### src/rtl/pe_cfg_sequencer_if.sv
// Upstream config-word handshake between the instruction source and the PE sequencer.
interface pe_cfg_sequencer_if #(
  parameter int NUM_PE = 4,
  parameter int INST_W = 28
) ();
  logic                     cfg_valid;
  logic                     cfg_ready;
  logic [NUM_PE*INST_W-1:0] cfg_data;

  modport master (
    output cfg_valid,
    output cfg_data,
    input  cfg_ready
  );

  modport slave (
    input  cfg_valid,
    input  cfg_data,
    output cfg_ready
  );
endinterface

### src/rtl/pe_cfg_sequencer.sv
// Per-kernel PE row controller: clear, load config buffers, replay ctx_len slots, drain, done.
//
// state | meaning
// IDLE  | waiting for start; bad ctx_len pulses err
// CLR   | one-cycle pe_rst to all PEs
// LOAD  | accepting ctx_len words, each written with pe_init
// RUN   | pe_run for ctx_len consecutive cycles
// DRAIN | DRAIN_CYC cycles flushing PE pipeline
// DONE  | one-cycle done pulse
module pe_cfg_sequencer #(
  parameter int NUM_PE    = 4,
  parameter int INST_W    = 28,
  parameter int DEPTH     = 16,
  parameter int CNT_W     = 5,
  parameter int DRAIN_CYC = 2
) (
  input  logic                     clk,
  input  logic                     rst_n,
  input  logic                     start,
  input  logic                     abort,
  input  logic [CNT_W-1:0]         ctx_len,
  pe_cfg_sequencer_if.slave        cfg,
  output logic                     pe_rst,
  output logic                     pe_init,
  output logic                     pe_run,
  output logic [NUM_PE*INST_W-1:0] pe_inst,
  output logic                     busy,
  output logic                     done,
  output logic                     err
);

  localparam int DRN_W = (DRAIN_CYC > 1) ? $clog2(DRAIN_CYC) : 1;

  typedef enum logic [2:0] {IDLE, CLR, LOAD, RUN, DRAIN, DONE} state_t;

  state_t                    state, state_nx;
  logic [CNT_W-1:0]          len_r, len_nx;
  logic [CNT_W-1:0]          ld_cnt, ld_nx;
  logic [CNT_W-1:0]          run_cnt, run_nx;
  logic [DRN_W-1:0]          drain_cnt, drain_nx;
  logic [NUM_PE*INST_W-1:0]  inst_nx;
  logic                      rst_nx, init_nx, run_o_nx, done_nx, err_nx;
  logic                      hs;

  // abort masks ready so a word offered in the abort cycle is never consumed
  assign cfg.cfg_ready = (state == LOAD) && !abort;
  assign hs            = cfg.cfg_valid && cfg.cfg_ready;

  always_comb begin
    state_nx = state;
    len_nx   = len_r;
    ld_nx    = ld_cnt;
    run_nx   = run_cnt;
    drain_nx = drain_cnt;
    inst_nx  = pe_inst;
    rst_nx   = 1'b0;
    init_nx  = 1'b0;
    run_o_nx = 1'b0;
    done_nx  = 1'b0;
    err_nx   = 1'b0;
    if (abort && state != IDLE && state != DONE) begin
      state_nx = IDLE;
      rst_nx   = 1'b1;
    end else begin
      case (state)
        IDLE: begin
          if (start) begin
            if (ctx_len == '0 || ctx_len > CNT_W'(DEPTH)) begin
              err_nx = 1'b1;
            end else begin
              len_nx   = ctx_len;
              rst_nx   = 1'b1;
              state_nx = CLR;
            end
          end
        end
        CLR: begin
          ld_nx    = '0;
          state_nx = LOAD;
        end
        LOAD: begin
          if (hs) begin
            inst_nx = cfg.cfg_data;
            init_nx = 1'b1;
            ld_nx   = ld_cnt + CNT_W'(1);
            if (ld_cnt + CNT_W'(1) == len_r) begin
              run_nx   = '0;
              state_nx = RUN;
            end
          end
        end
        RUN: begin
          if (run_cnt == len_r) begin
            drain_nx = DRN_W'(DRAIN_CYC - 1);
            state_nx = DRAIN;
          end else begin
            run_o_nx = 1'b1;
            run_nx   = run_cnt + CNT_W'(1);
          end
        end
        DRAIN: begin
          if (drain_cnt == '0) begin
            done_nx  = 1'b1;
            state_nx = DONE;
          end else begin
            drain_nx = drain_cnt - DRN_W'(1);
          end
        end
        DONE: state_nx = IDLE;
        default: state_nx = IDLE;
      endcase
    end
  end

  always_ff @(posedge clk or negedge rst_n) begin
    if (!rst_n) begin
      state     <= IDLE;
      len_r     <= '0;
      ld_cnt    <= '0;
      run_cnt   <= '0;
      drain_cnt <= '0;
      pe_inst   <= '0;
      pe_rst    <= 1'b1;
      pe_init   <= 1'b0;
      pe_run    <= 1'b0;
      busy      <= 1'b0;
      done      <= 1'b0;
      err       <= 1'b0;
    end else begin
      state     <= state_nx;
      len_r     <= len_nx;
      ld_cnt    <= ld_nx;
      run_cnt   <= run_nx;
      drain_cnt <= drain_nx;
      pe_inst   <= inst_nx;
      pe_rst    <= rst_nx;
      pe_init   <= init_nx;
      pe_run    <= run_o_nx;
      busy      <= (state_nx != IDLE);
      done      <= done_nx;
      err       <= err_nx;
    end
  end

endmodule

### src/flat_wrapper.sv
// flat-port wrapper written by rule: the top's interface ports become plain ports
module pe_cfg_sequencer_flat 
#(
  parameter int NUM_PE    = 4,
  parameter int INST_W    = 28,
  parameter int DEPTH     = 16,
  parameter int CNT_W     = 5,
  parameter int DRAIN_CYC = 2
)
  (clk, rst_n, start, abort, ctx_len, pe_rst, pe_init, pe_run, pe_inst, busy, done, err, cfg_cfg_valid, cfg_cfg_data, cfg_cfg_ready);
  pe_cfg_sequencer_if #(.NUM_PE(NUM_PE), .INST_W(INST_W)) cfg_i ();
  input  logic clk;
  input  logic rst_n;
  input  logic start;
  input  logic abort;
  input  logic [CNT_W-1:0] ctx_len;
  output logic pe_rst;
  output logic pe_init;
  output logic pe_run;
  output logic [NUM_PE*INST_W-1:0] pe_inst;
  output logic busy;
  output logic done;
  output logic err;
  input wire logic [$bits(cfg_i.cfg_valid)-1:0] cfg_cfg_valid;
  input wire logic [$bits(cfg_i.cfg_data)-1:0] cfg_cfg_data;
  output wire logic [$bits(cfg_i.cfg_ready)-1:0] cfg_cfg_ready;
  assign cfg_i.cfg_valid = cfg_cfg_valid;
  assign cfg_i.cfg_data = cfg_cfg_data;
  assign cfg_cfg_ready = cfg_i.cfg_ready;
  pe_cfg_sequencer #(.NUM_PE(NUM_PE), .INST_W(INST_W), .DEPTH(DEPTH), .CNT_W(CNT_W), .DRAIN_CYC(DRAIN_CYC)) u_core (.clk(clk), .rst_n(rst_n), .start(start), .abort(abort), .ctx_len(ctx_len), .cfg(cfg_i), .pe_rst(pe_rst), .pe_init(pe_init), .pe_run(pe_run), .pe_inst(pe_inst), .busy(busy), .done(done), .err(err));
endmodule
### config.mk
export PLATFORM = sky130hd
export DESIGN_NAME = pe_cfg_sequencer_flat
export DESIGN_NICKNAME = d
export VERILOG_FILES = /design/src/rtl/pe_cfg_sequencer_if.sv /design/src/rtl/pe_cfg_sequencer.sv /design/src/flat_wrapper.sv
export SDC_FILE = /design/constraint.sdc
export NUM_CORES = 1
export LEC_CHECK = 0
export CAP_MARGIN = 25
export CORE_UTILIZATION = 65
export CTS_CLUSTER_SIZE = 8
export DETAILED_ROUTE_END_ITERATION = 6
export DONT_BUFFER_PORTS = 1
export GPL_TIMING_DRIVEN = 1
export PLACE_DENSITY = 0.79
export SLEW_MARGIN = 20
export SYNTH_ARGS = -nofsm -noshare
export SYNTH_HDL_FRONTEND = slang
export SYNTH_SLANG_ARGS = --single-unit
### constraint.sdc
create_clock -name clk -period 5.6 [get_ports clk]
set_input_delay 1.12 -clock clk [delete_from_list [all_inputs] [get_ports clk]]
set_output_delay 1.12 -clock clk [all_outputs]
set_load 0.005 [all_outputs]
==> impl_metrics.ini <==
[synthesis]
synth_ff_type = dfrtp_1
ys_seq_area_frac = 0.621
synthAdderAreaFrac = 0.00453
synth_nets = 724
synth-edff-count = 0
synth_mux_area_frac = 0.0122
synth-simple-area-share = 0.273
synth_common_cells = nand2_1 (347), dfrtp_1 (136), clkbuf_1 (19), nor2_1 (12), xnor2_1 (12)
yosysMostFrequentCell = nand2_1
synth-xor-area-share = 0.0317
syn_area_um2 = 5520
syn_inst = 600
synth_area_leaders = dfrtp_1 (62%), nand2_1 (24%), xnor2_1 (1.9%)
yosysTopAreaCellShare = 0.616
syn_area_per_cell_um2 = 9.20
ys.warnings.count = 0
synth_area_leader_cell = dfrtp_1
synthArstFlopShare = 1.00
ys_seq_elements = 137
synth_compound_gate_area_share = 0.0320
synth_top_family_by_area = simple AND/OR/NAND/NOR gates
ys_types = 36

[worst_hold_path]
hold_class = in2async

[setup_path]
cp-start-kind = flip-flop
cp_num_buf_inv = 1
critPathArrivalTime_ns = 1.59
path_cells = inv_1, nand2_1, nor2_1
startpoint = u_core.state[0]
crit_required_ns = 4.48
path_class = reg2out
crit_path_max_incr_delay_ns = 0.68
crit_slowest_cell = dfrtp_1
r2r-start = u_core.state[1]
path_max_fanout = 18
crit_family = flip-flops
endpoint_kind = primary output

[route]
routed_wl_um = 12300
drt_iter0_markers = 170
ant_nets = 0
wl_per_cell_um = 17.3
firstDrtPassIters = 4
drc = 0
vias = 3978
vias_per_cell = 5.60

[finish]
diodes = 0
design_area_um2 = 6150
drive_gt1_frac = 0.0793
layout.nets = 717
syn_to_final_growth_pct = 11.4

[cts]
cts_tree = done
htreeDepth = 4
insertion_delay_ns = 0.50
clk_pin_slew_ns = 0.06
clock-sinks = 137
hold_buffers = 0
cts-root-buf = clkbuf_8
numCtsBuffers = 17
clockBufferDepth = 2
cts_setup_buffers = 0
cts_resized = 0

[die]
io_pins = 241
initial_core_util = 0.672
die_area_um2 = 8870
die_y_um = 94.2
rows = 33
die_x_um = 94.2
core_um2 = 8220

[grt]
grt_max_degree = 138
antenna_found_initial = 0
globalRouteOverflowTotal = 0
grt_pass1_vias = 3914
grt_pass1_wl_um = 18500
grt.total_usage = 0.282

[timing]
finalCriticalPeriod_ns = 2.71
finalSetupTns_ns = 0
clock.fmax_ghz = 0.369
rsz0062_at_grt = false
setup_viol = 0
setup_slack_ns = 2.89
hold_viol_final = 0
fin_crit_sh = 0.484
slew_viol_final = 0
holdWs_ns = 0.316
relSlewSlack = 0.444
skew_ns = 0.00704
worst_slew_pin_slew_ns = 0.833

[place]
port_buffers = 0
post-place-ws_ns = 2.57
placed_cell_area_um2 = 5550
gp_congestion = 0.789
dp_hpwl_um = 8300

[status]
status = finished clean

[power_and_ir_drop]
power_mw = 3.61
leakagePower_nw = 3.25
peakVddDrop_mv = 0.313
powerDensity_nw_per_um2 = 586

[flow_run]
maxCapViolCount = 0
[report_power, final]
part	internal, mW	switching, mW
clock network	0.668	0.402
registers	1.44	0.421
logic	0.277	0.395
[placed cells by master, fill, tap and decap left out, types with 3 or more instances in the layout]
cell        synthesis  final
a21oi_1             3      3
nand3_1             5      5
o21ai_0             8      8
nand2_1           347    346
nor2_1             12     12
mux2_2              6      6
clkbuf_8            0      4
clkinv_2            0      3
xnor2_1            12     12
xor2_1              8      8
clkinvlp_4          0      3
dfrtp_1           136    136
nor2b_1             3      3
clkbuf_16           0     16
o211ai_1            3      3
[kinds of logic after synthesis]
kind of cell	count (synthesis)
adder cells (fa/ha/maj)	2
multiplexers	6
AO/OA/AOI/OAI	25
flip-flops	137
buffers and inverters	32
XOR/XNOR	20
AND/OR/NAND/NOR	378
[worst register-to-register path, cell delays in order (launching register included)]
cell	delay [ns]
dfrtp_1	0.54
nor3b_4	0.50
nand2_4	0.09
clkinv_2	0.59
buf_4	0.56
nand2_1	0.14
nand2_1	0.08
[layout make-up]
type,count,area (um2)
sequential,137,3430
multi-input combinational,431,1960
timing repair buffer,3,42.5
tap,105,131
fill,583,2060
inverter,3,12.5
clock inverter,10,119
clock buffer,21,459
[sequential cells by signal (all words and copies together) (netlist names)]
| register | count |
|---|---|
| u_core.pe_run | 1 |
| u_core.len_r | 5 |
| u_core.state | 3 |
| u_core.run_cnt | 5 |
| u_core.pe_init | 1 |
| u_core.done | 1 |
| u_core.busy | 1 |
| u_core.pe_rst | 1 |
| u_core.err | 1 |
| u_core.drain_cnt | 1 |
| u_core.pe_inst | 112 |
| u_core.ld_cnt | 5 |
[through the flow]
stage               cells  utilization
floorplan             600            -
global placement      678        0.675
detailed placement    678        0.675
CTS                   709        0.745
global route          710        0.749
finish                710        0.749
[worst paths after layout]
path | to | slack [ns] | depth (start not counted)
worst max-delay path | cfg_cfg_ready | 2.89 | 3
worst min-delay path | u_core.state[0] | 0.32 | 0
worst max register to register | u_core.pe_inst[45] | 3.04 | 6
worst min register to register | u_core.pe_inst[94] | 0.50 | 2
max in group asynchronous | u_core.run_cnt[0] | 5.01 | 0
min in group clk | u_core.pe_inst[94] | 0.50 | 2
[per-layer routing]
| metal | GRT usage | vias up | wire, um |
|---|---|---|---|
| met4 | 0.137 | 0 | 290 |
| met3 | 0.112 | 26 | 974 |
| met1 | 0.304 | 1916 | 4640 |
| li1 | - | 1854 | - |
| met2 | 0.481 | 182 | 6390 |
| met5 | 0 | - | 0 |
Note: power is estimated with default switching activity, not from simulation.
